[src/rtl/key_click_decoder.sv]
// Groups debounced key-press strobes into click events and queues them in a FIFO.
// Optional KEY_CLICK_DROP_CNT_EN adds an 8-bit saturating drop counter output.
module key_click_decoder #(
    parameter int CLK_FREQ_MHZ = 200,
    parameter int WINDOW_US    = 300,
    parameter int MAX_CLICKS   = 4,
    parameter int FIFO_DEPTH   = 4
) (
    input  logic                              clk_i,
    input  logic                              srst_n_i,
    input  logic                              key_pressed_stb_i,
    output logic [$clog2(MAX_CLICKS+1)-1:0]   click_cnt_o,
    output logic                              click_valid_o,
    input  logic                              click_ready_i,
`ifdef KEY_CLICK_DROP_CNT_EN
    output logic [7:0]                        drop_cnt_o,
`endif
    output logic                              overflow_o
);

    localparam int WINDOW_CYCLES = WINDOW_US * CLK_FREQ_MHZ;
    localparam int CNT_W = $clog2(MAX_CLICKS + 1);
    localparam int TMR_W = (WINDOW_CYCLES > 1) ? $clog2(WINDOW_CYCLES) : 1;
    localparam int AW = $clog2(FIFO_DEPTH);
    localparam int PW = AW + 1;

    localparam logic [CNT_W-1:0] MAX_C = CNT_W'(MAX_CLICKS);
    localparam logic [CNT_W-1:0] ONE_C = CNT_W'(1);
    localparam logic [TMR_W-1:0] TMR_LAST = TMR_W'(WINDOW_CYCLES - 1);
    localparam logic [TMR_W-1:0] ONE_T = TMR_W'(1);

    typedef enum logic {
        IDLE,
        COLLECT
    } state_t;

    state_t state, state_n;

    logic [CNT_W-1:0] cnt, cnt_n, cnt_inc;
    logic [TMR_W-1:0] timer, timer_n;
    logic             push;
    logic [CNT_W-1:0] push_cnt;

    always_ff @(posedge clk_i) begin
        if (!srst_n_i) begin
            state <= IDLE;
            cnt   <= '0;
            timer <= '0;
        end else begin
            state <= state_n;
            cnt   <= cnt_n;
            timer <= timer_n;
        end
    end

    assign cnt_inc = cnt + ONE_C;

    // A strobe always wins over the timeout, so the window is inclusive.
    always_comb begin
        state_n  = state;
        cnt_n    = cnt;
        timer_n  = timer;
        push     = 1'b0;
        push_cnt = cnt;
        unique case (state)
            IDLE: begin
                if (key_pressed_stb_i) begin
                    state_n = COLLECT;
                    cnt_n   = ONE_C;
                    timer_n = '0;
                end
            end
            COLLECT: begin
                if (key_pressed_stb_i) begin
                    timer_n = '0;
                    if (cnt_inc == MAX_C) begin
                        push     = 1'b1;
                        push_cnt = MAX_C;
                        state_n  = IDLE;
                        cnt_n    = '0;
                    end else begin
                        cnt_n = cnt_inc;
                    end
                end else if (timer == TMR_LAST) begin
                    push     = 1'b1;
                    push_cnt = cnt;
                    state_n  = IDLE;
                    cnt_n    = '0;
                    timer_n  = '0;
                end else begin
                    timer_n = timer + ONE_T;
                end
            end
        endcase
    end

    logic [CNT_W-1:0] mem [FIFO_DEPTH];
    logic [PW-1:0]    wr_ptr, rd_ptr;
    logic             empty, full, pop, wr_en, drop;
    logic             overflow;

    assign empty = (wr_ptr == rd_ptr);
    assign full  = (wr_ptr[AW] != rd_ptr[AW]) &&
                   (wr_ptr[AW-1:0] == rd_ptr[AW-1:0]);
    assign pop   = !empty && click_ready_i;
    assign wr_en = push && (!full || pop);
    assign drop  = push && full && !pop;

    always_ff @(posedge clk_i) begin
        if (!srst_n_i) begin
            wr_ptr   <= '0;
            rd_ptr   <= '0;
            overflow <= 1'b0;
            for (int i = 0; i < FIFO_DEPTH; i++) begin
                mem[i] <= '0;
            end
        end else begin
            if (wr_en) begin
                mem[wr_ptr[AW-1:0]] <= push_cnt;
                wr_ptr <= wr_ptr + PW'(1);
            end
            if (pop) begin
                rd_ptr <= rd_ptr + PW'(1);
            end
            overflow <= drop;
        end
    end

    assign click_valid_o = !empty;
    assign click_cnt_o   = mem[rd_ptr[AW-1:0]];
    assign overflow_o    = overflow;

`ifdef KEY_CLICK_DROP_CNT_EN
    logic [7:0] drop_cnt;

    always_ff @(posedge clk_i) begin
        if (!srst_n_i) begin
            drop_cnt <= 8'd0;
        end else if (drop && drop_cnt != 8'hff) begin
            drop_cnt <= drop_cnt + 8'd1;
        end
    end

    assign drop_cnt_o = drop_cnt;
`endif

endmodule

[config.mk]
export PLATFORM = sky130hd
export DESIGN_NAME = key_click_decoder
export DESIGN_NICKNAME = d
export VERILOG_FILES = /design/src/rtl/key_click_decoder.sv
export SDC_FILE = /design/constraint.sdc
export NUM_CORES = 1
export LEC_CHECK = 0
export ABC_CLOCK_PERIOD_IN_PS = 2800
export CAP_MARGIN = 15
export CORE_ASPECT_RATIO = 0.5
export CORE_MARGIN = 1
export CORE_UTILIZATION = 45
export DETAILED_ROUTE_END_ITERATION = 10
export DONT_BUFFER_PORTS = 1
export GPL_ROUTABILITY_DRIVEN = 0
export GPL_TIMING_DRIVEN = 0
export SYNTH_ARGS = -nofsm -noshare
export SYNTH_HDL_FRONTEND = slang
export SYNTH_SLANG_ARGS = --single-unit
[constraint.sdc]
create_clock -name clk_i -period 2.8 [get_ports clk_i]
set_input_delay 0.56 -clock clk_i [delete_from_list [all_inputs] [get_ports clk_i]]
set_output_delay 0.56 -clock clk_i [all_outputs]
set_load 0.02 [all_outputs]
==> out/metrics.cfg, run 1 <==
[grt]
grt_use_met1_pct=26.44
grt_pass1_vias=1584
grt_max_degree=14
grt_first_pass_wirelength_um=7748
busiest_layer=met2
grt_use_met3_pct=4.514
grt_util_met2_pct=32.42
grt_use_total_pct=19.93
gr-total-overflow=0
antenna_found_initial=0

[run]
drv_cap=0

[worst_setup_path]
end_kind=register
path_cells=clkbuf_1 -> xor2_1 -> or4b_1 -> clkbuf_1 -> o211ai_2 -> o21ai_0
slowest_stage=o21ai_0
crit_type=register to register
slowest_delay_ps=410
crit_arrival_ps=2340
required_ps=2760
cpMostUsedCell=clkbuf_1
path_max_fanout=8
critPathLaunchType=register

[logic_synthesis]
avgSynthCellArea_um2=9.754
synthesis.nets=236
ys.flop_type=dfxtp_1
postSynthCellCount=225
async_reset_ff_share_pct=0
yosys.cell_types.count=53
yosys_warnings=0
syn_area_um2=2195
ys_ff_latch=41
synth_edf_count=12
synth-seq-area-share_pct=42.87

[status]
status=finished clean

[power]
internal_power_uw=904.1
pwr_density_cell_nw_per_um2=481.1
comb_power_share_pct=5.0
vdd_drop_max_uv=206.3
p_sw_share_pct=22.34
p_sw_uw=260.1
p_leak_uw=0.0009070
clock_power_share_pct=41.2
pwr-share-seq_pct=53.8

[final_layout]
drive_gt1_share_pct=11.39
final_cell_mix=dfxtp_1 (29), nor2_1 (22), nand2_1 (15), edfxtp_1 (12), clkbuf_1 (11)
final_common_cell=dfxtp_1
final_area_um2=2420
areaGrowthSynthToFinish_pct=10.26
antennaDiodeCount=0
final_util_pct=53.41
finalNetCount=247

[routing]
drt_pre_antenna_iters=4
route.vias.total=1718
totalWireLength_um=4542
drt-initial-drc-count=36
avgRoutedWirePerCell_um=14.99
drtAntennaViolNets=0
vias_per_cell=5.670
drc_errors=0

[timing]
tns_ps=0
tightest_slew_ps=572.7
clock_skew_ps=8.320
min_period_ps=2372
maxSlewHeadroom_pct=61.32
maxSlewViolCount=0
hold_viol=0
fin_crit_sh_pct=84.72
fmax_mhz=421.6
final-setup-viol-count=0
rsz0062_at_grt=no
hold_slack_ps=497.6

[clock_tree]
cts_tree=yes
clock_tree.root_cell=clkbuf_8
cts.sinks=41
htreeDepth=2
cts_buffers=5
clk_path_buf_depth=2
clkLatencyLatePin_ps=300
clkTransAtPathRegs_ps=80

[die]
initial_core_util_pct=48.44
die_width_um=100.8
die_area_um2=5177
fp.dieH_um=51.38
fp-row-count=17
core-area_um2=4531
ioPinCount=9

[hold_path]
hold_class=register to register

[placed_design]
portBuffers=0
dp.final_hpwl_um=3268
placed_cell_area_um2=2277

## cell usage after synthesis (2+ instances only)
cell | instances | area [µm²]
o21a_1 | 2 | 15.01
a21oi_1 | 7 | 35.03
nor2_1 | 22 | 82.58
nor4_1 | 2 | 12.51
and4_1 | 6 | 52.55
nand2b_1 | 7 | 43.79
o31ai_1 | 3 | 22.52
nand2_1 | 15 | 56.30
o22ai_1 | 2 | 12.51
or2_2 | 4 | 25.02
nand3_1 | 6 | 30.03
and2_1 | 6 | 37.54
a31oi_1 | 5 | 31.28
edfxtp_1 | 12 | 360.4
or3_1 | 3 | 18.77
o211a_1 | 2 | 20.02
o21ai_0 | 10 | 50.05
mux4_2 | 3 | 67.56
mux2i_1 | 6 | 60.06
o2111ai_1 | 2 | 17.52
dfxtp_1 | 29 | 580.6
clkbuf_1 | 10 | 37.54
ha_1 | 7 | 87.58
nand4_1 | 8 | 50.05
and3_1 | 4 | 25.02
or4_1 | 3 | 22.52
inv_1 | 5 | 18.77
nand4b_1 | 2 | 17.52
nor4_4 | 2 | 42.54
xor2_1 | 7 | 61.31
## stage by stage
step / worst slack (ps) / cells / power [µW]
final: 427.9 / 303 / 1164
after floorplan: 617.6 / 225 / 682.3
after CTS: 71.16 / 299 / 1174
after global placement: 96.89 / 291 / 697.2
after global routing: 171.8 / 303 / 1199
after detailed placement: 81.74 / 291 / 698.4
## state kept, by name, indices dropped and copies added, names as in the netlist, named ones only
| signal | cells |
|---|---|
| cnt | 3 |
| mem | 12 |
| overflow_o | 1 |
| rd_ptr | 3 |
| state | 1 |
| timer | 16 |
| wr_ptr | 3 |
## timing repair
item,4_1_cts,5_1_grt
endpoints found under the hold margin,0,0
gates resized for setup,0,3
setup buffers,0,4
hold buffers,0,0
endpoints found under the setup margin,0,12
## kinds of logic (layout without fill, tap and decap cells)
logic type                 after synthesis  in the layout  share of synthesized area [%]
and+or+nand+nor                         97             97                          26.40
buffers and inverters                   17             29                          3.136
DFF                                     41             41                          42.87
xor gates and xnor gates                 7              7                          2.794
muxes                                   10             10                          6.328
adders and majority gates                7              7                          3.991
AOI/OAI and AO/OA                       46             46                          14.48
## final timing paths
check / start / end / slack [ps] / cells after the start
max: wr_ptr[0] / mem[2][2] / 430 / 6
min: timer[8] / timer[8] / 500 / 1
max reg2reg: wr_ptr[0] / mem[2][2] / 430 / 6
min reg2reg: timer[8] / timer[8] / 500 / 1
## power by group through the flow
| stage | Combinational (µW) | Sequential, µW | Clock, µW |
|---|---|---|---|
| detailed placement | 58.2 | 640 | 0 |
| global route | 65.6 | 628 | 506 |
| finish | 58.3 | 626 | 480 |
| CTS | 58.3 | 626 | 489 |
| floorplan | 44.4 | 638 | 0 |
| global placement | 57.4 | 640 | 0 |
## cell type report
cell class	count	area (µm²)
Fill cell	417	2111
Multi-Input combinational cell	167	1190
Sequential cell	41	940.9
Tap cell	66	82.58
Clock buffer	6	72.57
Buffer	12	50.05
Clock inverter	2	35.03
Timing Repair Buffer	4	30.03
Inverter	5	18.77
## worst max-delay path: cells and delay by family (launching register included)
family                 cells  cell delay [ps]
flip-flops                 1              340
AND/OR/NAND/NOR            1              160
AO/OA/AOI/OAI              2              660
XOR/XNOR                   1              300
buffers and inverters      2              580
## layer usage
metal,wire [µm],vias up,share of wire (%)
met5,0,-,0
met4,53,0,1.2
met3,157,7,3.5
met2,2016,26,44
met1,2313,814,51
li1,-,871,-
(Power assumes the default switching activity.)
==> run 2, diff against run 1 <==
--- a/config.mk
+++ b/config.mk
@@ -5,7 +5,7 @@
 export SDC_FILE = /design/constraint.sdc
 export NUM_CORES = 1
 export LEC_CHECK = 0
-export ABC_CLOCK_PERIOD_IN_PS = 2800
+export ABC_CLOCK_PERIOD_IN_PS = 2300
 export CAP_MARGIN = 15
 export CORE_ASPECT_RATIO = 0.5
 export CORE_MARGIN = 1
==> constraint.sdc (replaced) <==
create_clock -name clk_i -period 2.3 [get_ports clk_i]
set_input_delay 0.46 -clock clk_i [delete_from_list [all_inputs] [get_ports clk_i]]
set_output_delay 0.46 -clock clk_i [all_outputs]
set_load 0.02 [all_outputs]
==> run 2 against run 1 <==
  * Cell count decreased by 0.99%
  * Sequential share of layout area increased by 0.24 points
  * Non-clock buffer count decreased by 3
  * Clock-buffer cell count unchanged
  * Cell area decreased by 0.62%
  * Maximum frequency increased by 11%
  * Worst setup slack got worse by 260 ps
  * Via count decreased by 0.23%
  * Largest cell class unchanged
==> out/metrics.cfg, run 2 (same netlist as run 1, synthesis figures left out) <==
[status]
status=finished clean  ; unchanged

[timing]
rsz0062_at_grt=no  ; unchanged
clock_skew_ps=8.468  ; was 8.320 ps
hold_viol=0  ; unchanged
tns_ps=0  ; unchanged
setup_slack_ps=167.1  ; was 427.9 ps
min_period_ps=2133  ; was 2372 ps
final-setup-viol-count=0  ; unchanged
hold_slack_ps=454.5  ; was 497.6 ps
maxSlewHeadroom_pct=59.71  ; was 61.32%
fin_crit_sh_pct=92.73  ; was 84.72%
tightest_slew_ps=596.6  ; was 572.7 ps
fmax_mhz=468.8  ; was 421.6 MHz
maxSlewViolCount=0  ; unchanged

[grt]
grt_first_pass_wirelength_um=7790  ; was 7748 µm
grt_use_met3_pct=4.514  ; unchanged
gr-total-overflow=0  ; unchanged
antenna_found_initial=0  ; unchanged
busiest_layer=met2  ; unchanged
grt_max_degree=14  ; unchanged
grt_use_met1_pct=26.27  ; was 26.44%
grt_pass1_vias=1611  ; was 1584
grt_use_total_pct=20.02  ; was 19.93%
grt_util_met2_pct=32.88  ; was 32.42%

[final_layout]
largestRegisters=timer (16), mem (12)  ; unchanged
largest_reg_flops=16  ; unchanged
drive_gt1_share_pct=11.11  ; was 11.39%
largest_register=timer  ; unchanged
finalNetCount=244  ; was 247
final_cell_mix=dfxtp_1 (29), nor2_1 (22), nand2_1 (15), edfxtp_1 (12), clkbuf_1 (10)  ; was dfxtp_1 (29), nor2_1 (22), nand2_1 (15), edfxtp_1 (12), clkbuf_1 (11)
final_common_cell=dfxtp_1  ; unchanged
antennaDiodeCount=0  ; unchanged
final_util_pct=53.08  ; was 53.41%
areaGrowthSynthToFinish_pct=9.578  ; was 10.26%

[power]
pwr_density_cell_nw_per_um2=588.8  ; was 481.1 nW/µm²
vdd_drop_max_uv=250.7  ; was 206.3 µV
total_power_uw=1416  ; was 1164 µW
p_leak_uw=0.0008982  ; was 0.0009070 µW

[clock_tree]
cts_buffers=5  ; unchanged
htreeDepth=2  ; unchanged
cts_tree=yes  ; unchanged
cts.sinks=41  ; unchanged
cts_hold_buf=0  ; unchanged
clkTransAtPathRegs_ps=80  ; about the same
clock_tree.root_cell=clkbuf_8  ; unchanged
clkLatencyLatePin_ps=300  ; about the same
clk_path_buf_depth=2  ; unchanged

[placed_design]
dpl_worst_slack_ps=-418.3  ; was 81.74 ps
portBuffers=0  ; unchanged
dp.final_hpwl_um=3268  ; unchanged

[routing]
drt_pre_antenna_iters=4  ; unchanged
drt-initial-drc-count=52  ; was 36
avgRoutedWirePerCell_um=15.24  ; was 14.99 µm
totalWireLength_um=4572  ; was 4542 µm
drtAntennaViolNets=0  ; unchanged
drc_errors=0  ; unchanged
vias_per_cell=5.713  ; was 5.670
route.vias.total=1714  ; was 1718

[worst_setup_path]
path_max_fanout=6  ; was 8
crit_arrival_ps=2110  ; was 2340 ps
required_ps=2270  ; was 2760 ps
end_kind=register  ; unchanged
crit_type=register to register  ; unchanged
critPathLaunchType=register  ; unchanged

[die]
fp.dieH_um=51.38  ; unchanged
core-area_um2=4531  ; unchanged
die_area_um2=5177  ; unchanged
die_width_um=100.8  ; unchanged
fp-row-count=17  ; unchanged
initial_core_util_pct=48.44  ; unchanged
ioPinCount=9  ; unchanged

[hold_path]
hold_class=primary input to register  ; was register to register

[run]
drv_cap=0  ; unchanged

==> run 2: cell count changes in the layout (fill, tap and decap cells not counted), sizes merged <==
cell | previous run | this run
clkbuf | 16 | 15
buf | 6 | 4
==> run 2: critical path, cell delays in order (launching register included) <==
cell      delay [ps]
dfxtp_1          390
ha_1             200
ha_1             180
nand3_1          180
nand2_1          270
o211ai_2         220
o21ai_1          350
==> run 2: layout make-up <==
type | instances | area, µm²
flip-flops and latches | 41 | 940.9
repair buffers | 2 | 15.01
clock inverters | 2 | 35.03
plain buffers | 11 | 46.29
clock buffers | 6 | 72.57
multi-input cells | 167 | 1194
fillers | 418 | 2126
well taps | 66 | 82.58
inverters | 5 | 18.77
==> run 2: metal layers <==
layer	up-vias	part of all wire (%)
met5	-	0
met4	0	1.2
met3	7	4.3
met2	31	45
met1	809	49
li1	867	-
==> run 2: timing repair <==
| action | in CTS | in global routing |
|---|---|---|
| gates resized for setup | 4 | 1 |
| gates cloned | 0 | 0 |
| buffers inserted | 2 | 0 |
| pin swaps | 2 | 0 |
| endpoints found under the setup margin | 12 | 13 |
==> run 2: worst paths after layout <==
path,to,slack [ps],cells after the start,startpoint
max,mem[1][2],170,6,cnt[0]
min,rd_ptr[2],450,3,click_ready_i
max reg2reg,mem[1][2],170,6,cnt[0]
min reg2reg,timer[8],500,1,timer[8]
==> run 2: per-stage QoR <==
stage               cell area (µm²)  std cells
floorplan                      2195        225
global placement               2277        291
detailed placement             2277        291
CTS                            2405        301
global route                   2405        300
finish                         2405        300
==> run 2: report_power, final <==
| group | internal, µW | switching [µW] | total [µW] | leakage [µW] |
|---|---|---|---|---|
| clock network | 322 | 260 | 582 | 0.0000552 |
| registers | 755 | 7.38 | 762 | 0.000351 |
| logic | 23.5 | 47.9 | 71.3 | 0.000492 |
| total | 1100 | 315 | 1420 | 0.000898 |
